File: src/rtl/alu_pkg.sv
// Shared definitions for the round-robin ALU sequencer: ALU opcodes,
// datapath widths and the sequencer FSM encoding.
package alu_pkg;

    localparam int ALU_W    = 16;
    localparam int ALU_OP_W = 6;

    localparam logic [ALU_OP_W-1:0] OP_ADD       = 6'b000000;
    localparam logic [ALU_OP_W-1:0] OP_INC_A     = 6'b000001;
    localparam logic [ALU_OP_W-1:0] OP_SUB       = 6'b000101;
    localparam logic [ALU_OP_W-1:0] OP_PASS_A    = 6'b001000;
    localparam logic [ALU_OP_W-1:0] OP_PASS_B    = 6'b001001;
    localparam logic [ALU_OP_W-1:0] OP_NOT_A     = 6'b001010;
    localparam logic [ALU_OP_W-1:0] OP_ALL_ZEROS = 6'b010000;
    localparam logic [ALU_OP_W-1:0] OP_A_AND_B   = 6'b010001;
    localparam logic [ALU_OP_W-1:0] OP_A_OR_B    = 6'b010010;
    localparam logic [ALU_OP_W-1:0] OP_A_XOR_B   = 6'b010011;
    localparam logic [ALU_OP_W-1:0] OP_ALL_ONES  = 6'b011111;

    typedef enum logic [1:0] {
        ST_IDLE = 2'd0,
        ST_EXEC = 2'd1,
        ST_RESP = 2'd2
    } seq_state_t;

endpackage

File: src/rtl/rr_arbiter.sv
// Combinational round-robin arbiter: first asserted request at or above
// ptr, wrapping around. The pointer register lives in the parent.
module rr_arbiter #(
    parameter int NUM_REQ = 2,
    parameter int IDX_W   = 1
) (
    input  logic [NUM_REQ-1:0] req,
    input  logic [IDX_W-1:0]   ptr,
    output logic [NUM_REQ-1:0] grant,
    output logic [IDX_W-1:0]   grant_idx
);

    logic found;
    int   cand;

    always_comb begin
        grant     = '0;
        grant_idx = '0;
        found     = 1'b0;
        cand      = 0;
        for (int i = 0; i < NUM_REQ; i++) begin
            cand = int'(ptr) + i;
            if (cand >= NUM_REQ) cand = cand - NUM_REQ;
            if (!found && req[cand]) begin
                found       = 1'b1;
                grant[cand] = 1'b1;
                grant_idx   = IDX_W'(cand);
            end
        end
    end

endmodule

File: src/rtl/alu_rr_sequencer.sv
// Shares one ALU between NUM_REQ requesters: round-robin accept, one cycle
// of latch strobes, then a held valid/ready response to the granted requester.
//
//   state   | meaning
//   --------+-----------------------------------------------------------
//   ST_IDLE | arbitrating; req_ready follows the winner combinationally
//   ST_EXEC | operands stable, latch strobes high for exactly one cycle
//   ST_RESP | rsp_valid to the owner, held until its rsp_ready
module alu_rr_sequencer
    import alu_pkg::*;
#(
    parameter int NUM_REQ = 2,
    parameter int CNT_W   = 16
) (
    input  logic                         clk,
    input  logic                         reset_n,
    input  logic [NUM_REQ-1:0]           req_valid,
    output logic [NUM_REQ-1:0]           req_ready,
    input  logic [ALU_OP_W*NUM_REQ-1:0]  req_op,
    input  logic [ALU_W*NUM_REQ-1:0]     req_a,
    input  logic [ALU_W*NUM_REQ-1:0]     req_b,
    input  logic [NUM_REQ-1:0]           req_flags,
    output logic [NUM_REQ-1:0]           rsp_valid,
    input  logic [NUM_REQ-1:0]           rsp_ready,
    output logic [ALU_W-1:0]             rsp_result,
    output logic                         rsp_zro,
    output logic                         rsp_neg,
    output logic                         rsp_carry,
    output logic [ALU_OP_W-1:0]          alu_op,
    output logic [ALU_W-1:0]             alu_a,
    output logic [ALU_W-1:0]             alu_b,
    output logic                         alu_latch_result,
    output logic                         alu_latch_flags,
    input  logic [ALU_W-1:0]             alu_result,
    input  logic                         alu_zro,
    input  logic                         alu_neg,
    input  logic                         alu_carry,
    output logic                         busy,
    output logic [CNT_W-1:0]             op_count
);

    localparam int IDX_W = $clog2(NUM_REQ);

    seq_state_t         state;
    logic [IDX_W-1:0]   rr_ptr;
    logic [IDX_W-1:0]   grant_idx;
    logic [NUM_REQ-1:0] grant_oh;
    logic [IDX_W-1:0]   win_idx;
    logic [NUM_REQ-1:0] win_oh;

    rr_arbiter #(
        .NUM_REQ (NUM_REQ),
        .IDX_W   (IDX_W)
    ) u_arb (
        .req       (req_valid),
        .ptr       (rr_ptr),
        .grant     (win_oh),
        .grant_idx (win_idx)
    );

    assign req_ready  = (state == ST_IDLE) ? win_oh : '0;
    assign busy       = (state != ST_IDLE);
    assign rsp_result = alu_result;
    assign rsp_zro    = alu_zro;
    assign rsp_neg    = alu_neg;
    assign rsp_carry  = alu_carry;

    always_ff @(posedge clk or negedge reset_n) begin
        if (!reset_n) begin
            state            <= ST_IDLE;
            rr_ptr           <= '0;
            grant_idx        <= '0;
            grant_oh         <= '0;
            alu_op           <= '0;
            alu_a            <= '0;
            alu_b            <= '0;
            alu_latch_result <= 1'b0;
            alu_latch_flags  <= 1'b0;
            rsp_valid        <= '0;
            op_count         <= '0;
        end else begin
            case (state)
                ST_IDLE: begin
                    if (|req_valid) begin
                        alu_op           <= req_op[int'(win_idx)*ALU_OP_W +: ALU_OP_W];
                        alu_a            <= req_a[int'(win_idx)*ALU_W +: ALU_W];
                        alu_b            <= req_b[int'(win_idx)*ALU_W +: ALU_W];
                        alu_latch_result <= 1'b1;
                        alu_latch_flags  <= req_flags[win_idx];
                        grant_idx        <= win_idx;
                        grant_oh         <= win_oh;
                        rr_ptr           <= (int'(win_idx) == NUM_REQ-1) ? '0 : win_idx + 1'b1;
                        state            <= ST_EXEC;
                    end
                end
                ST_EXEC: begin
                    alu_latch_result <= 1'b0;
                    alu_latch_flags  <= 1'b0;
                    rsp_valid        <= grant_oh;
                    state            <= ST_RESP;
                end
                ST_RESP: begin
                    // Only the owner's rsp_ready can close the response.
                    if (rsp_ready[grant_idx]) begin
                        rsp_valid <= '0;
                        op_count  <= op_count + 1'b1;
                        state     <= ST_IDLE;
                    end
                end
                default: state <= ST_IDLE;
            endcase
        end
    end

endmodule

File: config.mk
export PLATFORM = sky130hd
export DESIGN_NAME = alu_rr_sequencer
export DESIGN_NICKNAME = d
export VERILOG_FILES = /design/src/rtl/alu_pkg.sv /design/src/rtl/rr_arbiter.sv /design/src/rtl/alu_rr_sequencer.sv
export SDC_FILE = /design/constraint.sdc
export NUM_CORES = 1
export LEC_CHECK = 0
export BUFFER_PORTS_ARGS = -buffer_cell sky130_fd_sc_hd__buf_2
export CAP_MARGIN = 0
export CORE_ASPECT_RATIO = 1.75
export CORE_MARGIN = 2
export CORE_UTILIZATION = 43
export DETAILED_ROUTE_END_ITERATION = 10
export PLACE_DENSITY = 0.81
export SYNTH_ARGS = -nofsm -noshare
export SYNTH_HDL_FRONTEND = slang
export SYNTH_SLANG_ARGS = --single-unit
File: constraint.sdc
create_clock -name clk -period 2.05 [get_ports clk]
set_clock_uncertainty 0.15 [all_clocks]
set_input_delay 0.41 -clock clk [delete_from_list [all_inputs] [get_ports clk]]
set_output_delay 0.41 -clock clk [all_outputs]
set_load 0.05 [all_outputs]
==> metrics.yaml, run 1 <==
logic_synthesis:
  synth_area_um2: 2903
  synth_area_leader_cell: "dfrtp_1"
  yosysSeqAreaShare: 0.5517
  synthCells: 247
  yosys_warnings: 0
  synth-seq-cells: 64
  synth_cell_types: 29
  synth.net_count: 351
  async_flop_share: 1.000
  synth_edf_count: 0
  avgSynthCellArea_um2: 11.75
  synth_ff_type: "dfrtp_1"
  yosysTopAreaCellShare: 0.5517
  synth_area_leaders: "dfrtp_1, a221o_1, and2_0"
finish:
  nets: 480
  final_layout_size_suffix_gt1_frac: 0.4526
  area_growth_pct: 35.39
  antennaDiodeCount: 0
power:
  sequentialPowerShare: 0.290
  p_leak_nw: 1.999
  ir_drop_mv: 1.016
  p_int_mw: 3.811
  p_comb_frac: 0.507
  powerDensity_nw_per_um2: 1835
  power.switching_mw: 3.401
  swShare: 0.4716
  pwr-share-clk: 0.203
clock_tree:
  cts_buffers: 9
  postCtsSetupBuffers: 0
  clock-sinks: 64
  clk_latency_ns: 0.32
  htree_num_levels: 3
  root_buffer: "clkbuf_16"
  cts_tree: "built"
  clockBufferDepth: 2
  clk_pin_slew_ns: 0.05
global_route:
  grtUsageMet3: 0.07356
  grt-ovfl-total: 0
  antenna_found_initial: 0
  top_usage_layer: "met2"
  globalRouteMet2Util: 0.3413
  met1_usage: 0.2477
  grt_max_degree: 43
  grt_pass1_wl_um: 11870
  grt_use_total: 0.2116
  grt_pass1_vias: 2402
timing:
  fmax_mhz: 512.9
  min_period_over_period: 0.9511
  setup_slack_ns: 0.1003
  slew_violations: 0
  rsz0062_at_grt: "no"
  finalSetupTns_ns: 0
  period_needed_ns: 1.950
  hold_viol: 0
  worst_pin_slew_ns: 0.5451
  relSlewSlack: 0.6262
  setup_violations: 0
route:
  drt-total-wl_um: 7599
  wl_per_cell_um: 16.45
  vias_per_cell: 5.281
  drc_errors: 0
  ant_nets: 0
  drtIter0Drc: 131
  num_vias: 2440
  drt-pass1-iter-count: 4
setup_path:
  crit_arrival_ns: 1.39
  path_cells: "nor2_2 > inv_2 > a211oi_4 > buf_6"
  cp_data_required_time_ns: 1.49
  critPathLaunchType: "flip-flop"
  timing.critical_path.to_type: "primary output"
  critical_path_peak_fanout: 3
  crit_type: "flip-flop to primary output"
  critPathMaxStageDelay_ns: 0.39
  slowest_stage: "dfrtp_1"
run_status:
  status: "completed"
placement:
  hpwl_um: 5716
  gp_congestion: 0.8214
  io_buffers: 144
  place_ws_ns: 0.2107
floorplan:
  initial_core_util: 0.4439
  io_pins: 183
  core.rowCount: 39
  die_w_um: 66.11
  die_h_um: 112.7
  coreArea_um2: 6539
  dieArea_um2: 7450
hold_path:
  hold_class: "primary input to flip-flop"
flow_run:
  cap_viol_max_count: 0
## metrics by stage
stage	total power [mW]	utilization	std cells	hold WS, ns	area, um2
floorplan	4.894	-	247	-0.03559	2907
global placement	5.664	0.5530	446	0.2727	3616
detailed placement	5.753	0.5530	446	0.2792	3616
CTS	7.259	0.5993	462	0.1517	3919
global route	7.591	0.6010	462	0.1571	3930
finish	7.212	0.6010	462	0.1607	3930
## repair_timing
action	CTS	global route
hold endpoints to repair	20	0
hold buffers	1	0
gates resized for setup	2	4
endpoints found under the setup margin	2	2
## power groups by stage
stage | combinational, mW | sequential (mW) | clock [mW]
2_1_floorplan | 1.31 | 3.59 | 0
3_3_place_gp | 3.59 | 2.07 | 0
3_5_place_dp | 3.67 | 2.08 | 0
4_1_cts | 3.67 | 2.09 | 1.50
5_1_grt | 3.88 | 2.15 | 1.56
6_report | 3.66 | 2.09 | 1.46
## worst max-delay path: cells and delay by family (launching register included)
kind | cells | cell delay [ns]
AOI/OAI and AO/OA | 1 | 0.23
buffers and inverters | 2 | 0.28
DFF | 1 | 0.39
and+or+nand+nor | 1 | 0.15
## final cells by class
cell class	instances	area, um2
Sequential cell	64	1602
Tap cell	82	102.6
Clock inverter	4	45.04
Fill cell	552	2609
Multi-Input combinational cell	145	1101
Clock buffer	11	242.7
Timing Repair Buffer	150	814.5
Inverter	6	22.52
## cells in the final DEF (no fill, tap or decap), drive strengths merged
master / netlist / final
a211oi: 1 / 1
a21o: 2 / 2
a21oi: 1 / 1
a221o: 38 / 38
and2: 39 / 39
and3: 4 / 4
and4: 1 / 1
buf: 25 / 149
bufinv: 0 / 1
clkbuf: 7 / 11
clkinv: 0 / 3
dfrtp: 64 / 64
dlygate4sd3: 0 / 1
ha: 1 / 1
inv: 6 / 6
mux2: 1 / 1
mux2i: 2 / 2
nand2: 10 / 10
nand2b: 2 / 2
nand3: 10 / 10
nand4: 4 / 4
nor2: 6 / 6
nor3: 1 / 1
nor4: 1 / 1
o21ai: 4 / 4
o22ai: 2 / 2
xnor2: 14 / 14
xor2: 1 / 1
## path summary, 6_finish.rpt
| kind | from | endpoint | slack, ns | cells past startpoint |
|---|---|---|---|---|
| max | state[1] | req_ready[0] | 0.10 | 4 |
| min | req_b[21] | alu_b[5] | 0.16 | 2 |
| max reg2reg | state[1] | alu_b[15] | 0.26 | 5 |
| min reg2reg | alu_latch_result | alu_latch_result | 0.32 | 2 |
| max in group asynchronous | reset_n | alu_op[2] | 0.78 | 3 |
| min in group asynchronous | reset_n | rsp_valid[0] | 0.45 | 2 |
## cells by family after synthesis
| kind of cell | share of synthesized area |
|---|---|
| AND/OR/NAND/NOR | 0.1582 |
| multiplexers | 0.01078 |
| flip-flops | 0.5517 |
| XOR/XNOR | 0.04526 |
| buffers and inverters | 0.07630 |
| adder cells (fa/ha/maj) | 0.004310 |
| AO/OA/AOI/OAI | 0.1534 |
## layer usage
| metal | up-vias | share of wire |
|---|---|---|
| met5 | - | 0 |
| met4 | 0 | 0.030 |
| met3 | 23 | 0.076 |
| met2 | 101 | 0.53 |
| met1 | 1185 | 0.37 |
| li1 | 1131 | - |
## state kept, by name (all words and copies together), names as in the netlist
| name | cells |
|---|---|
| alu_a | 16 |
| alu_b | 16 |
| op_count | 16 |
| alu_op | 6 |
| grant_oh | 2 |
| rsp_valid | 2 |
| state | 2 |
| alu_latch_flags | 1 |
| alu_latch_result | 1 |
| grant_idx | 1 |
| rr_ptr | 1 |
## Yosys cell counts (all sizes together) (2+ instances only)
master / instances
o21ai: 4
buf: 25
nand2: 10
inv: 6
nor2: 6
nand2b: 2
o22ai: 2
mux2i: 2
and2: 39
nand4: 4
clkbuf: 7
nand3: 10
xnor2: 14
dfrtp: 64
a21o: 2
a221o: 38
and3: 4
(Power assumes the default switching activity.)
==> run 2: changes to the inputs <==
- REMOVE_ABC_BUFFERS: default -> 1
- SETUP_SLACK_MARGIN: default -> 0.15
==> metrics.yaml, run 2 (synthesis results as in run 1) <==
placement:
  io_buffers: 144  # unchanged
  hpwl_um: 5844  # +2.2%
  gp_congestion: 0.7800  # -5.0%
  placed_cells: 446  # unchanged
  place_ws_ns: 0.1841  # -0.02666 ns
  dpl_cell_area_um2: 3603  # -0.35%
setup_path:
  cp_data_required_time_ns: 1.49  # about the same
  timing.critical_path.to_type: "primary output"
  r2r_slack_ns: 0.34  # +0.08 ns
  path_cells: "nor2_2 > inv_2 > a211oi_4 > buf_6"
  crit_arrival_ns: 1.38  # about the same
  reg2reg_to: "alu_a[7]"
  critPathLaunchType: "flip-flop"
  cp-startpoint: "state[0]"
  critPathMaxStageDelay_ns: 0.39  # about the same
  slowest_stage: "dfrtp_1"
  ff2ff_path_depth: 6  # +1
  r2r-start: "state[0]"
  critical_path_peak_fanout: 3  # unchanged
  crit_type: "flip-flop to primary output"
route:
  drc_errors: 0  # unchanged
  vias_per_cell: 5.247  # -0.65%
  ant_nets: 0  # unchanged
  num_vias: 2440  # unchanged
  drtIter0Drc: 88  # -33%
  drt-pass1-iter-count: 4  # unchanged
  drt-total-wl_um: 7906  # +4.0%
  wl_per_cell_um: 17.00  # +3.4%
finish:
  stdcell_area_um2: 3933  # about the same
  antennaDiodeCount: 0  # unchanged
  layout_common_cells: "buf_2, dfrtp_1, a221o_1, and2_0, xnor2_1"
  final_common_cell: "buf_2"
  final_cells: 465  # +0.65%
  area_growth_pct: 35.47  # about the same
  seq_area_um2: 1602  # unchanged
  nFillCells: 586  # +6.2%
  reg.largest.list: "alu_a: 16 flops, alu_b: 16 flops, op_count: 16 flops"
  final_layout_size_suffix_gt1_frac: 0.4569  # +0.004287
  multiInputGateArea_um2: 1096  # -0.46%
  nets: 482  # +0.42%
floorplan:
  initial_core_util: 0.4439  # unchanged
  io_pins: 183  # unchanged
  die_h_um: 112.7  # unchanged
  core.rowCount: 39  # unchanged
  coreArea_um2: 6539  # unchanged
  die_w_um: 66.11  # unchanged
  dieArea_um2: 7450  # unchanged
clock_tree:
  clk_latency_ns: 0.32  # about the same
  cts_buffers: 9  # unchanged
  clock-sinks: 64  # unchanged
  cts_tree: "built"
  clockBufferDepth: 2  # unchanged
  htree_num_levels: 3  # unchanged
  root_buffer: "clkbuf_16"
  clk_pin_slew_ns: 0.05  # about the same
power:
  p_leak_nw: 2.007  # +0.37%
  sequentialPowerShare: 0.288  # -0.002
  power.switching_mw: 3.421  # +0.58%
  powerDensity_nw_per_um2: 1834  # about the same
  pwr-share-clk: 0.197  # -0.006
  p_comb_frac: 0.515  # +0.008
  p_int_mw: 3.793  # -0.48%
  swShare: 0.4742  # +0.002638
  ir_drop_mv: 0.9894  # -2.6%
hold_path:
  hold_class: "primary input to flip-flop"
  min-delay-start: "req_b[24]"
  hold_depth: 2  # unchanged
  min_to: "alu_b[8]"
timing:
  rsz0062_at_grt: "yes"
  hold_viol: 0  # unchanged
  period_needed_ns: 1.944  # -0.005508 ns
  relSlewSlack: 0.6049  # -0.02135
  slew_violations: 0  # unchanged
  hold-worst-slack_ns: 0.1632  # +0.002525 ns
  fmax_mhz: 514.4  # +0.28%
  setup_violations: 0  # unchanged
  min_period_over_period: 0.9484  # -0.002687
  setup_slack_ns: 0.1058  # +0.005508 ns
  worst_pin_slew_ns: 0.5762  # +0.03113 ns
run_status:
  status: "completed"
global_route:
  grt_max_degree: 65  # +51%
  antenna_found_initial: 0  # unchanged
  grt_use_total: 0.2174  # +0.005801
  grt-ovfl-total: 0  # unchanged
  grt_pass1_vias: 2459  # +2.4%
  grt_pass1_wl_um: 12010  # +1.2%
flow_run:
  cap_viol_max_count: 0  # unchanged
==> run 2: cell types whose count changed in the layout (fill, tap and decap cells not counted), sizes merged <==
cell / change
buf: +2
bufinv: -1
clkbuf: +2
==> run 2: area by class of cell <==
| type | count | share of cell area |
|---|---|---|
| inverter | 6 | 0.005727 |
| sequential | 64 | 0.4073 |
| clock buffer | 13 | 0.06872 |
| tap | 82 | 0.02609 |
| timing repair buffer | 152 | 0.2097 |
| multi-input combinational | 145 | 0.2787 |
| clock inverter | 3 | 0.003818 |
==> run 2: layer usage <==
layer	share of wire	up-vias	GRT usage
li1	-	1127	-
met1	0.36	1158	0.2373
met2	0.50	138	0.3440
met3	0.11	15	0.1143
met4	0.022	2	0.08844
met5	0.0071	-	0.05882
==> run 2: critical path, delay by kind of cell, from the launching register on <==
kind,cells,cell delay (ns)
and+or+nand+nor,1,0.15
AOI/OAI and AO/OA,1,0.23
buffers and inverters,2,0.28
DFF,1,0.39
==> run 2: how the worst max path moves through the flow <==
stage                   endpoint
finish              req_ready[0]
global route        req_ready[0]
CTS                 req_ready[0]
detailed placement  req_ready[0]
global placement    req_ready[0]
floorplan               alu_a[0]
==> run 2: stage by stage <==
step,util,total power [mW],setup TNS (ns)
6_report,0.6014,7.213,0
5_1_grt,0.6014,7.576,0
4_1_cts,0.6003,7.271,0
3_5_place_dp,0.5511,5.761,0
3_3_place_gp,0.5511,5.680,0
2_1_floorplan,-,4.739,-54.55
==> run 2: power by group through the flow <==
stage / sequential [mW] / clock (mW) / combinational [mW]
floorplan: 3.59 / 0 / 1.15
global placement: 2.07 / 0 / 3.61
detailed placement: 2.07 / 0 / 3.69
CTS: 2.08 / 1.45 / 3.74
global route: 2.14 / 1.51 / 3.93
finish: 2.08 / 1.42 / 3.72
==> run 2: timing repair <==
item | in CTS | in global routing
cloned | 0 | 0
buffers inserted | 2 | 0
pin swaps | 2 | 0
hold buffers | 1 | 0
gates resized for setup | 5 | 2
hold endpoints to repair | 64 | 0
setup endpoints to repair | 2 | 3
